$ cat config.mk
export PLATFORM = sky130hd
export DESIGN_NAME = instr_encoder_writer
export DESIGN_NICKNAME = d
export VERILOG_FILES = /design/src/rtl/instr_encoder_writer.sv
export SDC_FILE = /design/constraint.sdc
export NUM_CORES = 1
export LEC_CHECK = 0
export CAP_MARGIN = 10
export CORE_UTILIZATION = 56
export CTS_BUF_LIST = sky130_fd_sc_hd__clkbuf_16
export DETAILED_ROUTE_END_ITERATION = 16
export DONT_BUFFER_PORTS = 1
export GPL_TIMING_DRIVEN = 0
export PLACE_DENSITY = 0.8
export SYNTH_ARGS = -nofsm -noshare
export SYNTH_HDL_FRONTEND = slang
export SYNTH_SLANG_ARGS = --single-unit
$ cat constraint.sdc
create_clock -name clk -period 1.55 [get_ports clk]
set_clock_uncertainty 0.15 [all_clocks]
set_input_delay 0.31 -clock clk [delete_from_list [all_inputs] [get_ports clk]]
set_output_delay 0.31 -clock clk [all_outputs]
set_load 0.01 [all_outputs]
$ cat src/rtl/instr_encoder_writer.sv
// Packs opcode/register/immediate fields into 32-bit instruction words and writes them sequentially
// into instruction memory. Define INSTR_CHECKSUM_EN to add a per-session XOR checksum output.
module instr_encoder_writer #(
   parameter int unsigned ADDR_WIDTH = 8,
   parameter int unsigned START_ADDR = 0
) (
   input  logic                  clk,
   input  logic                  rst_n,
   input  logic                  start,
   input  logic                  in_valid,
   output logic                  in_ready,
   input  logic [3:0]            opcode,
   input  logic [3:0]            reg1,
   input  logic [3:0]            reg2,
   input  logic [3:0]            dest_reg,
   input  logic [15:0]           immediate,
   input  logic                  last,
   output logic                  mem_we,
   output logic [ADDR_WIDTH-1:0] mem_addr,
   output logic [31:0]           mem_wdata,
   output logic                  busy,
   output logic                  done,
   output logic                  overflow,
   output logic [ADDR_WIDTH:0]   word_count
`ifdef INSTR_CHECKSUM_EN
   ,
   output logic [31:0]           checksum
`endif
);

   localparam int unsigned DEPTH = 1 << ADDR_WIDTH;
   localparam int unsigned CW    = ADDR_WIDTH + 1;

   localparam logic [0:0] IDLE = 1'b0;
   localparam logic [0:0] LOAD = 1'b1;

   logic [0:0]            state_q, state_d;
   logic [ADDR_WIDTH-1:0] ptr_q, ptr_d;
   logic [CW-1:0]         cnt_q, cnt_d;
   logic                  ovf_q, ovf_d;
   logic                  we_q, we_d;
   logic                  done_q, done_d;
   logic [ADDR_WIDTH-1:0] addr_q, addr_d;
   logic [31:0]           wdata_q, wdata_d;
   logic [31:0]           word_c;
   logic                  ready_c;
`ifdef INSTR_CHECKSUM_EN
   logic [31:0]           cks_q, cks_d;
`endif

   // Field map is the inverse of the decode stage's map.
   assign word_c  = {opcode, reg1, reg2, dest_reg, immediate};
   assign ready_c = (state_q == LOAD) && (cnt_q < CW'(DEPTH));

   // Next-state and registered-output logic.
   always_comb begin
      state_d = state_q;
      ptr_d   = ptr_q;
      cnt_d   = cnt_q;
      ovf_d   = ovf_q;
      we_d    = 1'b0;
      done_d  = 1'b0;
      addr_d  = addr_q;
      wdata_d = wdata_q;
`ifdef INSTR_CHECKSUM_EN
      cks_d   = cks_q;
`endif
      case (state_q)
         IDLE: begin
            if (start) begin
               state_d = LOAD;
               ptr_d   = ADDR_WIDTH'(START_ADDR);
               cnt_d   = '0;
               ovf_d   = 1'b0;
`ifdef INSTR_CHECKSUM_EN
               cks_d   = '0;
`endif
            end
         end
         LOAD: begin
            if (in_valid && ready_c) begin
               we_d    = 1'b1;
               addr_d  = ptr_q;
               wdata_d = word_c;
               ptr_d   = ptr_q + ADDR_WIDTH'(1);
               cnt_d   = cnt_q + CW'(1);
`ifdef INSTR_CHECKSUM_EN
               cks_d   = cks_q ^ word_c;
`endif
               if (last) begin
                  done_d  = 1'b1;
                  state_d = IDLE;
               end
            end else if (in_valid) begin
               // Source still pushing with memory full: abort the session.
               ovf_d   = 1'b1;
               done_d  = 1'b1;
               state_d = IDLE;
            end
         end
         default: state_d = IDLE;
      endcase
   end

   always_ff @(posedge clk or negedge rst_n) begin
      if (!rst_n) begin
         state_q <= IDLE;
         ptr_q   <= ADDR_WIDTH'(START_ADDR);
         cnt_q   <= '0;
         ovf_q   <= 1'b0;
         we_q    <= 1'b0;
         done_q  <= 1'b0;
         addr_q  <= '0;
         wdata_q <= '0;
`ifdef INSTR_CHECKSUM_EN
         cks_q   <= '0;
`endif
      end else begin
         state_q <= state_d;
         ptr_q   <= ptr_d;
         cnt_q   <= cnt_d;
         ovf_q   <= ovf_d;
         we_q    <= we_d;
         done_q  <= done_d;
         addr_q  <= addr_d;
         wdata_q <= wdata_d;
`ifdef INSTR_CHECKSUM_EN
         cks_q   <= cks_d;
`endif
      end
   end

   assign in_ready   = ready_c;
   assign busy       = (state_q == LOAD);
   assign mem_we     = we_q;
   assign mem_addr   = addr_q;
   assign mem_wdata  = wdata_q;
   assign done       = done_q;
   assign overflow   = ovf_q;
   assign word_count = cnt_q;
`ifdef INSTR_CHECKSUM_EN
   assign checksum   = cks_q;
`endif

endmodule
==> results.tsv <==
stage	metric	value	unit
clocking	CTS tree	yes	
floorplan	Rows	23	
grt	largest net degree at the start of global routing	62	
synth	Simple-Gate Fraction of Synth Area	27.8	%
route	Via density	5.59	
synth	Post-synth EDFFs	0	
route	initial drt markers	182	
timing	final hold violation count	61	
placement	DP Area	2560	um2
synth	post-synthesis mux area share	0	%
power	Lkg Pwr	1.68	nW
setup_path	Worst setup EP type	flop	
placement	RePlAce Congestion	0.760	
floorplan	initial core utilization	60.2	%
finish	# nets final	361	
synth	Adder-Cell Fraction of Synth Area	1.00	%
grt	initial antenna violation count	0	
synth	Syn. warnings	0	
route	DRC Markers	0	
setup_path	Worst EP arrival	1670	ps
timing	Final period util	102	%
clocking	Clock transition at path regs	60	ps
finish	Sequential Area	1540	um2
clocking	Root Driver	clkbuf_16	
synth	Syn Std Cell Area	2490	um2
synth	Async S/R FF share, synth	100	%
setup_path	Worst Path Required	1640	ps
finish	number of fillers in the final layout	234	
setup_path	CP Launch Type	flop	
placement	HPWL after DPL	3.33	mm
finish	Area Overhead vs Synth	36.1	%
floorplan	core area	4140	um2
synth	syn avg cell area	9.37	um2
timing	Slew Viols, Final	0	
placement	Port-buffer cells	0	
outcome	failing checks	hold timing, setup timing	
synth	largest family of logic cells by synthesized area	simple AND/OR/NAND/NOR gates	
setup_path	CP max FO	3	
synth	Synth top area share	61.2	%
route	DR pass1 iterations	4	
synth	Synth Instances	266	
synth	sequential area share after synthesis	61.2	%
floorplan	die width	68.7	um
finish	final std cells w/o fill	377	
timing	worst-margin pin slew	318	ps
synth	Synth Area in Compound Gates	6.12	%
finish	post-route cell area	3390	um2
clocking	hold buffers post-CTS	33	
placement	placed cells	316	
grt	total gr overflow	0	
synth	synth cell count leaders	nand2_1 (125), dfrtp_1 (61), nand3_1 (10), a21oi_1 (9), nor2_1 (7)	
synth	Synth area leader	dfrtp_1	
power	VDD IR-drop max	0.000996	V
floorplan	Die Height	68.7	um
timing	Final setup viols	5	
timing	Final min period	1580	ps
synth	xor-xnor portion of the synthesized cell area	1.05	%
outcome	status	complete, but fails checks	
floorplan	Die ar.	4720	um2
synth	Post-Syn Nets	305	
synth	largest cells by area after synthesis	dfrtp_1 (61%), nand2_1 (19%), nand3_1 (2.0%)	
setup_path	CP Class	reg -> reg	
job	Max Cap Viol	0	
timing	Rel. slew slack	78.8	%
timing	worst hold slack	-467	ps
synth	most frequent cell after synthesis	nand2_1	
clocking	CTS Buf Count	9	
finish	fraction of layout instances using a drive strength above 1	16.8	%
grt	All-Layer GR Usage	27.7	%
route	Routed Antenna Nets	0	
clocking	H-tree levels	3	
timing	RSZ-0062 raised after global routing	true	
floorplan	IO Pins	91	
synth	FF+latch count, synth	61	
finish	Final Core Density	81.9	%
synth	post-synth cell types	29	
timing	Setup WS post-layout	-31.6	ps
grt	vias in the first global route	2008	
route	DRT Wirelength	6.63	mm
power	PwrDens	1480	nW/um2
finish	ANT cells	0	
route	DR vias	2109	
clocking	CTS Sinks	61	
grt	first-pass GRT wire length	9.23	mm
worst_hold_path	HP Class	in -> async	
timing	Peak Freq	0.632	GHz
finish	multi-input combinational cell area	977	um2
route	WL per Instance	17.6	um
clocking	clock latency on the worst-skew pair	320	ps
synth	Post-synth top flop	dfrtp_1	
clocking	CTS Buffer Depth	2	
==> cell type report <==
type                            instances  area share (%)
Sequential cell                        61            45.3
Multi-Input combinational cell        191            28.8
Timing Repair Buffer                   44            12.2
Clock buffer                            9            6.63
Clock inverter                          7            2.40
Buffer                                 11            2.40
Tap cell                               50            1.84
Inverter                                4           0.479
==> per-stage QoR <==
stage                     worst slack (ps)  power, mW  setup TNS, ps
after global routing                 -71.7       5.22           -458
final                                -31.6       5.02          -88.9
after CTS                            -55.4       4.88           -187
after floorplan                       16.2       2.54              0
after detailed placement              -225       2.69          -7450
after global placement                -201       2.66          -7110
==> per-layer routing <==
| layer | share of wire [%] | up-vias | track usage, % |
|---|---|---|---|
| li1 | - | 992 | - |
| met5 | 0 | - | 0 |
| met1 | 39 | 1011 | 32.6 |
| met2 | 52 | 93 | 46.3 |
| met4 | 1.9 | 0 | 15.3 |
| met3 | 6.6 | 13 | 6.91 |
==> repair_timing <==
action                                  in CTS  in global routing
setup buffers                                4                  6
gates cloned                                 0                  2
hold endpoints to repair                    94                 61
endpoints found under the setup margin      54                 12
resized for setup                           19                 20
pin swaps                                    2                  5
==> cells in the final DEF, fill, tap and decap left out, types with 3 or more instances in the layout <==
| master | netlist | final |
|---|---|---|
| nand3_1 | 10 | 9 |
| buf_2 | 4 | 5 |
| dlygate4sd3_1 | 0 | 33 |
| o31ai_1 | 5 | 3 |
| buf_6 | 1 | 3 |
| nor2_1 | 7 | 6 |
| clkbuf_16 | 0 | 9 |
| dfrtp_2 | 0 | 8 |
| inv_1 | 3 | 4 |
| a21oi_1 | 9 | 8 |
| nand4_1 | 3 | 3 |
| dfrtp_1 | 61 | 53 |
| o21ai_0 | 4 | 4 |
| or3_1 | 3 | 3 |
| clkinv_2 | 0 | 3 |
| buf_4 | 0 | 8 |
| clkbuf_4 | 0 | 3 |
| nand4b_1 | 3 | 3 |
| nand2_1 | 125 | 124 |
| or4_1 | 4 | 4 |
==> registers in the layout, indices dropped and copies added, names as in the netlist <==
| signal | flops |
|---|---|
| mem_addr | 8 |
| done | 1 |
| overflow | 1 |
| mem_wdata | 32 |
| mem_we | 1 |
| ptr_q | 8 |
| word_count | 9 |
| busy | 1 |
==> report_power, final <==
group / internal, mW / total [mW] / switching [mW]
clock network: 1.38 / 2.05 / 0.664
logic: 0.356 / 0.726 / 0.370
registers: 1.87 / 2.25 / 0.375
==> path summary, 6_finish.rpt <==
path | slack (ps) | cells after the start | start | to
min in group clk | 10 | 2 | start | busy
hold reg to reg | 370 | 2 | ptr_q[7] | mem_addr[7]
hold / removal | -470 | 0 | rst_n | mem_wdata[15]
setup / recovery | -30 | 4 | ptr_q[1] | ptr_q[7]
setup reg to reg | -30 | 4 | ptr_q[1] | ptr_q[7]
max in group asynchronous | 1620 | 0 | rst_n | busy
==> cell families after synthesis <==
family,Yosys count
flops,61
simple gates,161
buf+inv,15
xor+xnor,3
fa+ha+maj,2
compound gates,24
==> critical path, stage by stage, from the launching register on <==
cell and delay [ps]:
dfrtp_1 380, buf_6 120, nand4_1 140, or4_1 560, a21oi_1 150
Note: power is estimated with default switching activity, not from simulation.
